[src/rtl/video_stream_framer.sv]
// Tags a raw, sideband-free pixel stream with AXI4-Stream video sideband (tuser = start of frame, tlast = end of line).
// Latency: 1 cycle from raw accept to output_frame_tvalid when empty; sustains 1 pixel/cycle.
// Backpressure: 2-entry skid buffer; raw_tready is registered and drops only while both entries hold pixels.
// Ports:
//   aclk, aresetn           clock, asynchronous active-low reset
//   raw_t{data,valid,ready} untagged input pixel stream
//   resync                  strobe: next accepted pixel restarts the frame geometry
//   output_frame_t*         framed AXI4-Stream video output
//   frame_count             number of completed frames (wraps)
module video_stream_framer #(
  parameter int TDATA_WIDTH  = 32,
  parameter int FRAME_WIDTH  = 640,
  parameter int FRAME_HEIGHT = 480,
  parameter int CNT_WIDTH    = 16
) (
  input  logic                   aclk,
  input  logic                   aresetn,
  input  logic [TDATA_WIDTH-1:0] raw_tdata,
  input  logic                   raw_tvalid,
  output logic                   raw_tready,
  input  logic                   resync,
  output logic                   output_frame_tvalid,
  output logic [TDATA_WIDTH-1:0] output_frame_tdata,
  output logic                   output_frame_tuser,
  output logic                   output_frame_tlast,
  input  logic                   output_frame_tready,
  output logic [31:0]            frame_count
);

  typedef enum logic [1:0] {EMPTY, BUSY, FULL} state_e;

  typedef struct packed {
    logic [TDATA_WIDTH-1:0] dat;
    logic                   usr;
    logic                   lst;
  } pix_t;

  localparam logic [CNT_WIDTH-1:0] X_LAST = CNT_WIDTH'(FRAME_WIDTH - 1);
  localparam logic [CNT_WIDTH-1:0] Y_LAST = CNT_WIDTH'(FRAME_HEIGHT - 1);

  state_e               state_q, state_d;
  logic [CNT_WIDTH-1:0] x_q, x_d;
  logic [CNT_WIDTH-1:0] y_q, y_d;
  logic                 pend_q, pend_d;
  logic [31:0]          fc_q, fc_d;
  logic                 rdy_q, rdy_d;
  pix_t                 out_q, out_d;
  pix_t                 skd_q, skd_d;

  logic                 accept;
  logic                 do_resync;
  pix_t                 in_pix;

  assign accept    = raw_tvalid & rdy_q;
  // A resync strobe arriving together with a pixel applies to that same pixel.
  assign do_resync = resync | pend_q;

  // Sideband tags for the pixel being accepted this cycle.
  always_comb begin
    in_pix.dat = raw_tdata;
    in_pix.usr = do_resync | ((x_q == '0) && (y_q == '0));
    // FRAME_WIDTH >= 2, so a resynced pixel (x forced to 0) is never end of line.
    in_pix.lst = ~do_resync & (x_q == X_LAST);
  end

  // Geometry counters, resync pending flag and frame counter.
  always_comb begin
    x_d    = x_q;
    y_d    = y_q;
    pend_d = pend_q;
    fc_d   = fc_q;
    if (accept) begin
      if (do_resync) begin
        // The resynced pixel occupies x=0,y=0; the truncated frame is not counted.
        x_d    = CNT_WIDTH'(1);
        y_d    = '0;
        pend_d = 1'b0;
      end else if (x_q == X_LAST) begin
        x_d = '0;
        if (y_q == Y_LAST) begin
          y_d  = '0;
          fc_d = fc_q + 32'd1;
        end else begin
          y_d = y_q + CNT_WIDTH'(1);
        end
      end else begin
        x_d = x_q + CNT_WIDTH'(1);
      end
    end else if (resync) begin
      pend_d = 1'b1;
    end
  end

  // Skid buffer control: out_q feeds the port, skd_q absorbs the one pixel
  // that can arrive in the cycle the downstream stalls.
  always_comb begin
    state_d = state_q;
    out_d   = out_q;
    skd_d   = skd_q;
    case (state_q)
      EMPTY: begin
        if (accept) begin
          out_d   = in_pix;
          state_d = BUSY;
        end
      end
      BUSY: begin
        if (accept && !output_frame_tready) begin
          skd_d   = in_pix;
          state_d = FULL;
        end else if (!accept && output_frame_tready) begin
          state_d = EMPTY;
        end else if (accept && output_frame_tready) begin
          out_d = in_pix;
        end
      end
      FULL: begin
        if (output_frame_tready) begin
          out_d   = skd_q;
          state_d = BUSY;
        end
      end
      default: state_d = EMPTY;
    endcase
    rdy_d = (state_d != FULL);
  end

  always_ff @(posedge aclk or negedge aresetn) begin
    if (!aresetn) begin
      state_q <= EMPTY;
      x_q     <= '0;
      y_q     <= '0;
      pend_q  <= 1'b0;
      fc_q    <= '0;
      rdy_q   <= 1'b0;
      out_q   <= '0;
      skd_q   <= '0;
    end else begin
      state_q <= state_d;
      x_q     <= x_d;
      y_q     <= y_d;
      pend_q  <= pend_d;
      fc_q    <= fc_d;
      rdy_q   <= rdy_d;
      out_q   <= out_d;
      skd_q   <= skd_d;
    end
  end

  assign raw_tready          = rdy_q;
  assign output_frame_tvalid = (state_q != EMPTY);
  assign output_frame_tdata  = out_q.dat;
  assign output_frame_tuser  = out_q.usr;
  assign output_frame_tlast  = out_q.lst;
  assign frame_count         = fc_q;

endmodule
[config.mk]
export PLATFORM = sky130hd
export DESIGN_NAME = video_stream_framer
export DESIGN_NICKNAME = d
export VERILOG_FILES = /design/src/rtl/video_stream_framer.sv
export SDC_FILE = /design/constraint.sdc
export NUM_CORES = 1
export LEC_CHECK = 0
export ABC_CLOCK_PERIOD_IN_PS = 6300
export BUFFER_PORTS_ARGS = -buffer_cell sky130_fd_sc_hd__clkbuf_2
export CORE_ASPECT_RATIO = 1.75
export CORE_MARGIN = 2
export CORE_UTILIZATION = 50
export CTS_CLUSTER_SIZE = 10
export DETAILED_ROUTE_END_ITERATION = 10
export PLACE_DENSITY = 0.72
export SYNTH_ARGS = -nofsm -noshare
export SYNTH_HDL_FRONTEND = slang
export SYNTH_SLANG_ARGS = --single-unit
[constraint.sdc]
create_clock -name aclk -period 6.3 [get_ports aclk]
set_input_delay 1.26 -clock aclk [delete_from_list [all_inputs] [get_ports aclk]]
set_output_delay 1.26 -clock aclk [all_outputs]
set_load 0.05 [all_outputs]
==> impl_results.md, run 1 <==
- Reg-to-reg slack, setup: around 3600 ps
- RSZ-0062 raised after global routing: false
- Leak: between 3 and 4 nW
- PwrDens: slightly above 400 nW/µm²
- Seq cells post-synth: 136
- Final TNS setup: 0 ps
- CP max-delay cell: nor4_2
- Placement Setup Slack: roughly 2800 ps
- Commonest non-fill, non-tap cell in the layout: dfrtp_1
- WP data required: about 6600 ps
- Synthesized instance count: 606
- Largest cells by area after synthesis: dfrtp_1, mux2_2, mux2i_1
- Drt wl/cell: 15.9 µm
- Worst min path class: flip-flop to flip-flop
- Number of instances in the placed design: 857
- Die width: roughly 90 µm
- Nets@finish: 747
- R2r worst-path depth: 6
- Row count: 55
- Mapped cell area: around 6500 µm²
- Max-cap violations: 0
- Critical R2R Launch: x_q[0]
- Core Box Area: 12800 µm²
- Startpoint types: input pin
- Residual DRC: 0
- Slowest Stage Delay on Critical Path: between 800 and 900 ps
- Asr flop ratio synth: 100%
- Die Y: 154 µm
- Vias in the first global route: about 5000
- Fmax: approximately 320 MHz
- Reg2reg end: frame_count[26]
- Post-Route WL: roughly 14000 µm
- Commonest non-fill, non-tap cells in the layout: dfrtp_1, clkbuf_2, nand2_1
- CTS root buffer: clkbuf_16
- Multi-input logic area: about 2900 µm²
- DRT iter0 DRCs: 334
- Placement Cell Area: ~7000 µm²
- Syn avg cell area: about 11 µm²
- CP top delay family: simple AND/OR/NAND/NOR gates
- Actual slew at the worst max-slew pin: 1010 ps
- CP Max Fanout: 11
- Setup repair bufs after CTS: 0
- Fin. max-slew vios: 0
- CTS Sinks: 136
- Sequential cell area fraction in the yosys report: 52.6%
- Post-route ant nets: 0
- Syn nets: between 600 and 700
- Period utilisation layout: between 40% and 50%
- Vias: a little under 5000
- HP Start: frame_count[31]
- GPL Wtd Cong: 0.884
- Tmin final: around 3100 ps
- Post-synth EDFFs: 0
- Pin count of the biggest net entering global routing: 74
- Global-route wire length before repair: between 20000 and 25000 µm
- Clock-pin slew on the worst setup and hold paths: roughly 60 ps
- Setup ws final: about 3200 ps
- Setup Viol. Count Final: 0
- DP Wirelength: 9920 µm
- Initial DRT Pass Iterations: 4
- Critical path cell sequence: clkbuf_2 > nor2_1 > nand4_1 > nor4_2 > nand3_1 > xnor2_1
- Sequential Area: approximately 3400 µm²
- Main synth FF type: dfrtp_1
- Number of antenna violations at the first check in global routing: 0
- Crit path buf inv count: 1
- Clock skew: approximately 12 ps
- Hold buffer count at CTS: 0
- Critical path class: input pin to flip-flop
- Hold Path End: frame_count[31]
- Non-filler instance count after layout: 889
- Synthesis-to-layout area growth: 19.4%
- Gr usage total: 21.5%
- H-tree Lvls: 4
- Core Util, Final: approximately three fifths
- Outcome: completed
- I/O pin count: 105
- Worst Path Arrival: ~3500 ps
- Synth area leader: dfrtp_1
- Post-CTS sizing: 0
- Cell variety after synth: between 50 and 60
- Final hold viol count: 0
- Rel. slew slack: between 30 and 40%
- GRT overflow: 0
- Initial Util: about half
- Layout cells sized above 1: around 28%
- WHS Path Cells: 1
- CTS Buf Count: 17
- # fillers: 1100
- Worst-skew pair later-pin latency: about 420 ps
- Die area: 13900 µm²
- I/O Buffers: approximately 100
- Worst vdd ir: between 300 and 400 µV
- Final Cell Area: roughly 7700 µm²
- Yosys top cell area share: 52.6%
- Vias per inst: around 5.5
- Setup crit end kind: flip-flop
- YS warnings: 0
- CTS tree: done
- Max Root-Sink Buffers: 2
- Inserted Diodes: 0
-- synth_stat cells (3+ instances only) --
cell type and number:
nand3_1 25, nor2_2 7, or2_2 3, dfrtp_1 136, o21ai_0 52, or4_1 4
ha_1 5, nor3_1 8, and3_1 8, mux2_2 34, nand2_1 77, clkbuf_1 21
xnor2_1 28, mux2i_1 33, or3_1 5, a21oi_1 13, nor4_4 3, nor4_1 6
xor2_1 14, nor4_2 3, nand4_1 22, and2_1 3, and4_1 8, a21o_1 6
nand2b_1 3, nor3_2 3, inv_1 12, nor2_1 33, buf_2 3
-- worst reg2reg max path, stage by stage, from the launching register on --
cell and delay [ps]:
dfrtp_1 480, ha_1 280, and3_1 390, nand4_1 240, nor4_2 840, nand3_1 200
xnor2_1 170
-- routing by layer --
metal	routed length [µm]	up-vias	GRT usage (%)
li1	-	2342	-
met1	5460	2388	23.8
met2	7610	130	38.5
met3	712	26	5.55
met4	348	0	9.96
met5	0	-	0
-- how the worst max path moves through the flow --
| stage | endpoint | depth (start not counted) | slack (ps) | startpoint |
|---|---|---|---|---|
| after floorplan | frame_count[24] | 6 | 3560 | raw_tvalid |
| after global placement | frame_count[19] | 6 | 2850 | resync |
| after detailed placement | frame_count[29] | 6 | 2750 | resync |
| after CTS | frame_count[16] | 6 | 3180 | resync |
| after global routing | frame_count[26] | 6 | 2960 | resync |
| final | frame_count[26] | 6 | 3160 | resync |
-- per-stage QoR --
stage	hold WS [ps]	total power [mW]
finish	475	3.14
global route	510	3.30
CTS	486	3.17
detailed placement	471	2.18
global placement	457	2.14
floorplan	471	1.93
-- registers in the layout, indices dropped and copies added, names as in the netlist --
name,cells
skd_q,34
frame_count,32
output_frame_tdata,32
x_q,16
y_q,16
state_q,2
output_frame_tlast,1
output_frame_tuser,1
pend_q,1
raw_tready,1
-- cell families after synthesis --
family	after synthesis	share of synthesized area, %
xor gates and xnor gates	42	5.69
AOI/OAI and AO/OA	84	7.27
and+or+nand+nor	232	19.8
muxes	68	11.2
DFF	136	52.6
buffers and inverters	39	2.44
adders and majority gates	5	0.967
-- final cells by class --
class | instances | share of cell area, %
multi-input combinational | 431 | 37.9
sequential | 136 | 44.1
tap | 171 | 2.77
clock buffer | 19 | 5.87
timing repair buffer | 107 | 7.07
inverter | 12 | 0.583
clock inverter | 13 | 1.72
-- report_power, final --
group / leakage, nW / switching, mW / internal (mW) / total [mW]
registers: 1.76 / 0.138 / 1.10 / 1.24
clock network: 0.276 / 0.410 / 0.574 / 0.983
logic: 1.71 / 0.651 / 0.270 / 0.921
total: 3.74 / 1.20 / 1.94 / 3.14
(Power assumes the default switching activity.)
==> run 2, diff against run 1 <==
Settings changed: ABC_CLOCK_PERIOD_IN_PS 6300 to 2700, PLACE_DENSITY 0.72 to 0.75.
Clock period 6.3 ns to 2.7 ns, I/O delays scaled along.
==> impl_results.md, run 2 (same netlist as run 1, synthesis figures left out) <==
- Setup crit end kind: flip-flop (unchanged)
- Pin count of the biggest net entering global routing: 74 (unchanged)
- Vias in the first global route: 5294 (was 5123)
- Clock skew: 9.14 ps (was 12.2 ps)
- Outcome: completed (unchanged)
- WP data required: 3040 ps (was 6600 ps)
- Drt wl/cell: 16.2 µm (was 15.9 µm)
- Residual DRC: 0 (unchanged)
- Initial DRT Pass Iterations: 5 (was 4)
- Vias per inst: 5.55 (was 5.50)
- Number of antenna violations at the first check in global routing: 0 (unchanged)
- CTS root buffer: clkbuf_16 (unchanged)
- I/O Buffers: 104 (unchanged)
- Die Y: 154 µm (unchanged)
- Critical path cell sequence: ha_1 > and3_1 > nand4_1 > or4b_1 > nor2_2 > xor2_1 (was clkbuf_2 > nor2_1 > nand4_1 > nor4_2 > nand3_1 > xnor2_1)
- Leak: 3.82 nW (was 3.74 nW)
- Setup Viol. Count Final: 0 (unchanged)
- Max Root-Sink Buffers: 2 (unchanged)
- Sequential Area: 3400 µm² (unchanged)
- Max reg flops: 34 (unchanged)
- DP Wirelength: 10300 µm (was 9920 µm)
- Total power draw: 7.45 mW (was 3.14 mW)
- Critical R2R Launch: x_q[0] (unchanged)
- Final hold viol count: 0 (unchanged)
- Clock-pin slew on the worst setup and hold paths: 60 ps (about the same)
- Inserted Diodes: 0 (unchanged)
- Setup repair bufs after CTS: 0 (unchanged)
- Post-Route WL: 14500 µm (was 14100 µm)
- Worst vdd ir: 704 µV (was 337 µV)
- Period utilisation layout: 90.0%
- Row count: 55 (unchanged)
- Post-CTS sizing: 0 (unchanged)
- Sequential share of power: 38.9% (was 39.4%)
- Sw power: 2.78 mW (was 1.20 mW)
- Fin. max-slew vios: 0 (unchanged)
- I/O pin count: 105 (unchanged)
- CTS tree: done (unchanged)
- CTS Sinks: 136 (unchanged)
- CP Max Fanout: 10 (was 11)
- Slowest Stage Delay on Critical Path: 860 ps (was 840 ps)
- Hold buffer count at CTS: 0 (unchanged)
- Switching part of the total: 37.4% (was 38.2%)
- CP max-delay cell: or4b_1 (was nor4_2)
- GRT overflow: 0 (unchanged)
- Layout cells sized above 1: 29.0% (was 28.0%)
- H-tree Lvls: 4 (unchanged)
- Initial Util: 50.5% (unchanged)
- Clock power frac: 31.8% (was 31.3%)
- CTS Buf Count: 17 (unchanged)
- Non-filler instance count after layout: 899 (was 889)
- RSZ-0062 raised after global routing: false (unchanged)
- Commonest non-fill, non-tap cells in the layout: dfrtp_1, clkbuf_2, nand2_1 (unchanged)
- Worst Path Arrival: 2770 ps (was 3450 ps)
- Startpoint types: flip-flop (was input pin)
- Number of instances in the placed design: 867 (was 857)
- Max-cap violations: 0 (unchanged)
- # fillers: 1058 (was 1100)
- Cell Int Power: 4.66 mW (was 1.94 mW)
- PwrDens: 951 nW/µm² (was 407 nW/µm²)
- Commonest non-fill, non-tap cell in the layout: dfrtp_1 (unchanged)
- Tmin final: about 2400 ps
- Actual slew at the worst max-slew pin: 680 ps (was 1010 ps)
- Rel. slew slack: 54.6% (was 32.7%)
- Global-route wire length before repair: 25200 µm (was 24100 µm)
- Most flop-heavy register: skd_q (unchanged)
- Die width: 90.0 µm (unchanged)
- Logic pwr share: 29.3% (about the same)
- Worst min path class: input pin to async pin (was flip-flop to flip-flop)
- Core Box Area: 12800 µm² (unchanged)
- CP Launch Point: x_q[0] (was resync)
- Post-route ant nets: 0 (unchanged)
- Nets@finish: 757 (was 747)
- Critical path class: flip-flop to flip-flop (was input pin to flip-flop)
- DRT iter0 DRCs: 275 (was 334)
- Synthesis-to-layout area growth: 21.1% (was 19.4%)
- GPL Wtd Cong: 0.843 (was 0.884)
- Vias: 4991 (was 4886)
- Multi-input logic area: 2930 µm² (unchanged)
- Final TNS setup: 0 ps (unchanged)
- Die area: 13900 µm² (unchanged)
- Fmax: about 410 MHz
- Worst-skew pair later-pin latency: 420 ps (about the same)
- Gr usage total: 22.3% (was 21.5%)
[run 2: changes by cell type in the layout (fill, tap and decap cells not counted), sizes merged]
cell,change
clkinvlp,-2
clkbuf,+1
clkinv,+3
inv,-3
bufinv,+1
buf,+10
[run 2: path summary, 6_finish.rpt]
kind / to / slack, ps / depth (start not counted)
worst max-delay path: frame_count[21] / 270 / 6
worst min-delay path: frame_count[3] / 150 / 1
worst max register to register: frame_count[21] / 270 / 6
worst min register to register: frame_count[31] / 470 / 1
max in group asynchronous: y_q[6] / 1820 / 2
min in group aclk: skd_q[10] / 370 / 2
[run 2: area by class of cell]
| class | instances | share of cell area, % |
|---|---|---|
| Inverter | 12 | 0.575 |
| Multi-Input combinational cell | 431 | 37.4 |
| Tap cell | 171 | 2.73 |
| Sequential cell | 136 | 43.4 |
| Clock inverter | 12 | 1.80 |
| Timing Repair Buffer | 117 | 8.13 |
| Clock buffer | 20 | 5.96 |
[run 2: critical path, delay by kind of cell, from the launching register on]
family	cells	cell delay, ps
xor+xnor	1	180
fa+ha+maj	1	240
flops	1	470
simple gates	4	1450
[run 2: metal layers]
layer | vias to the layer above | wire length [µm] | share of wire [%] | track usage, %
met5 | - | 0 | 0 | 0
met4 | 0 | 311 | 2.1 | 9.38
met3 | 24 | 698 | 4.8 | 5.11
met2 | 143 | 7750 | 53 | 40.1
met1 | 2466 | 5780 | 40 | 25.4
li1 | 2358 | - | - | -
[run 2: stage by stage]
stage	hold slack [ps]	utilization [%]	setup WS (ps)	instance area, µm²
CTS	172	61.2	295	7840
global route	202	61.2	136	7840
finish	151	61.2	270	7840
floorplan	244	-	297	6470
global placement	461	56.5	399	7230
detailed placement	457	56.5	312	7230
[run 2: power by group through the flow]
stage          registers [mW]  clock network, mW  logic, mW
2_1_floorplan            3.70                  0      0.793
3_5_place_dp             2.92                  0       2.20
6_report                 2.90               2.37       2.19
3_3_place_gp             2.88                  0       2.15
4_1_cts                  2.89               2.40       2.21
5_1_grt                  2.97               2.48       2.35
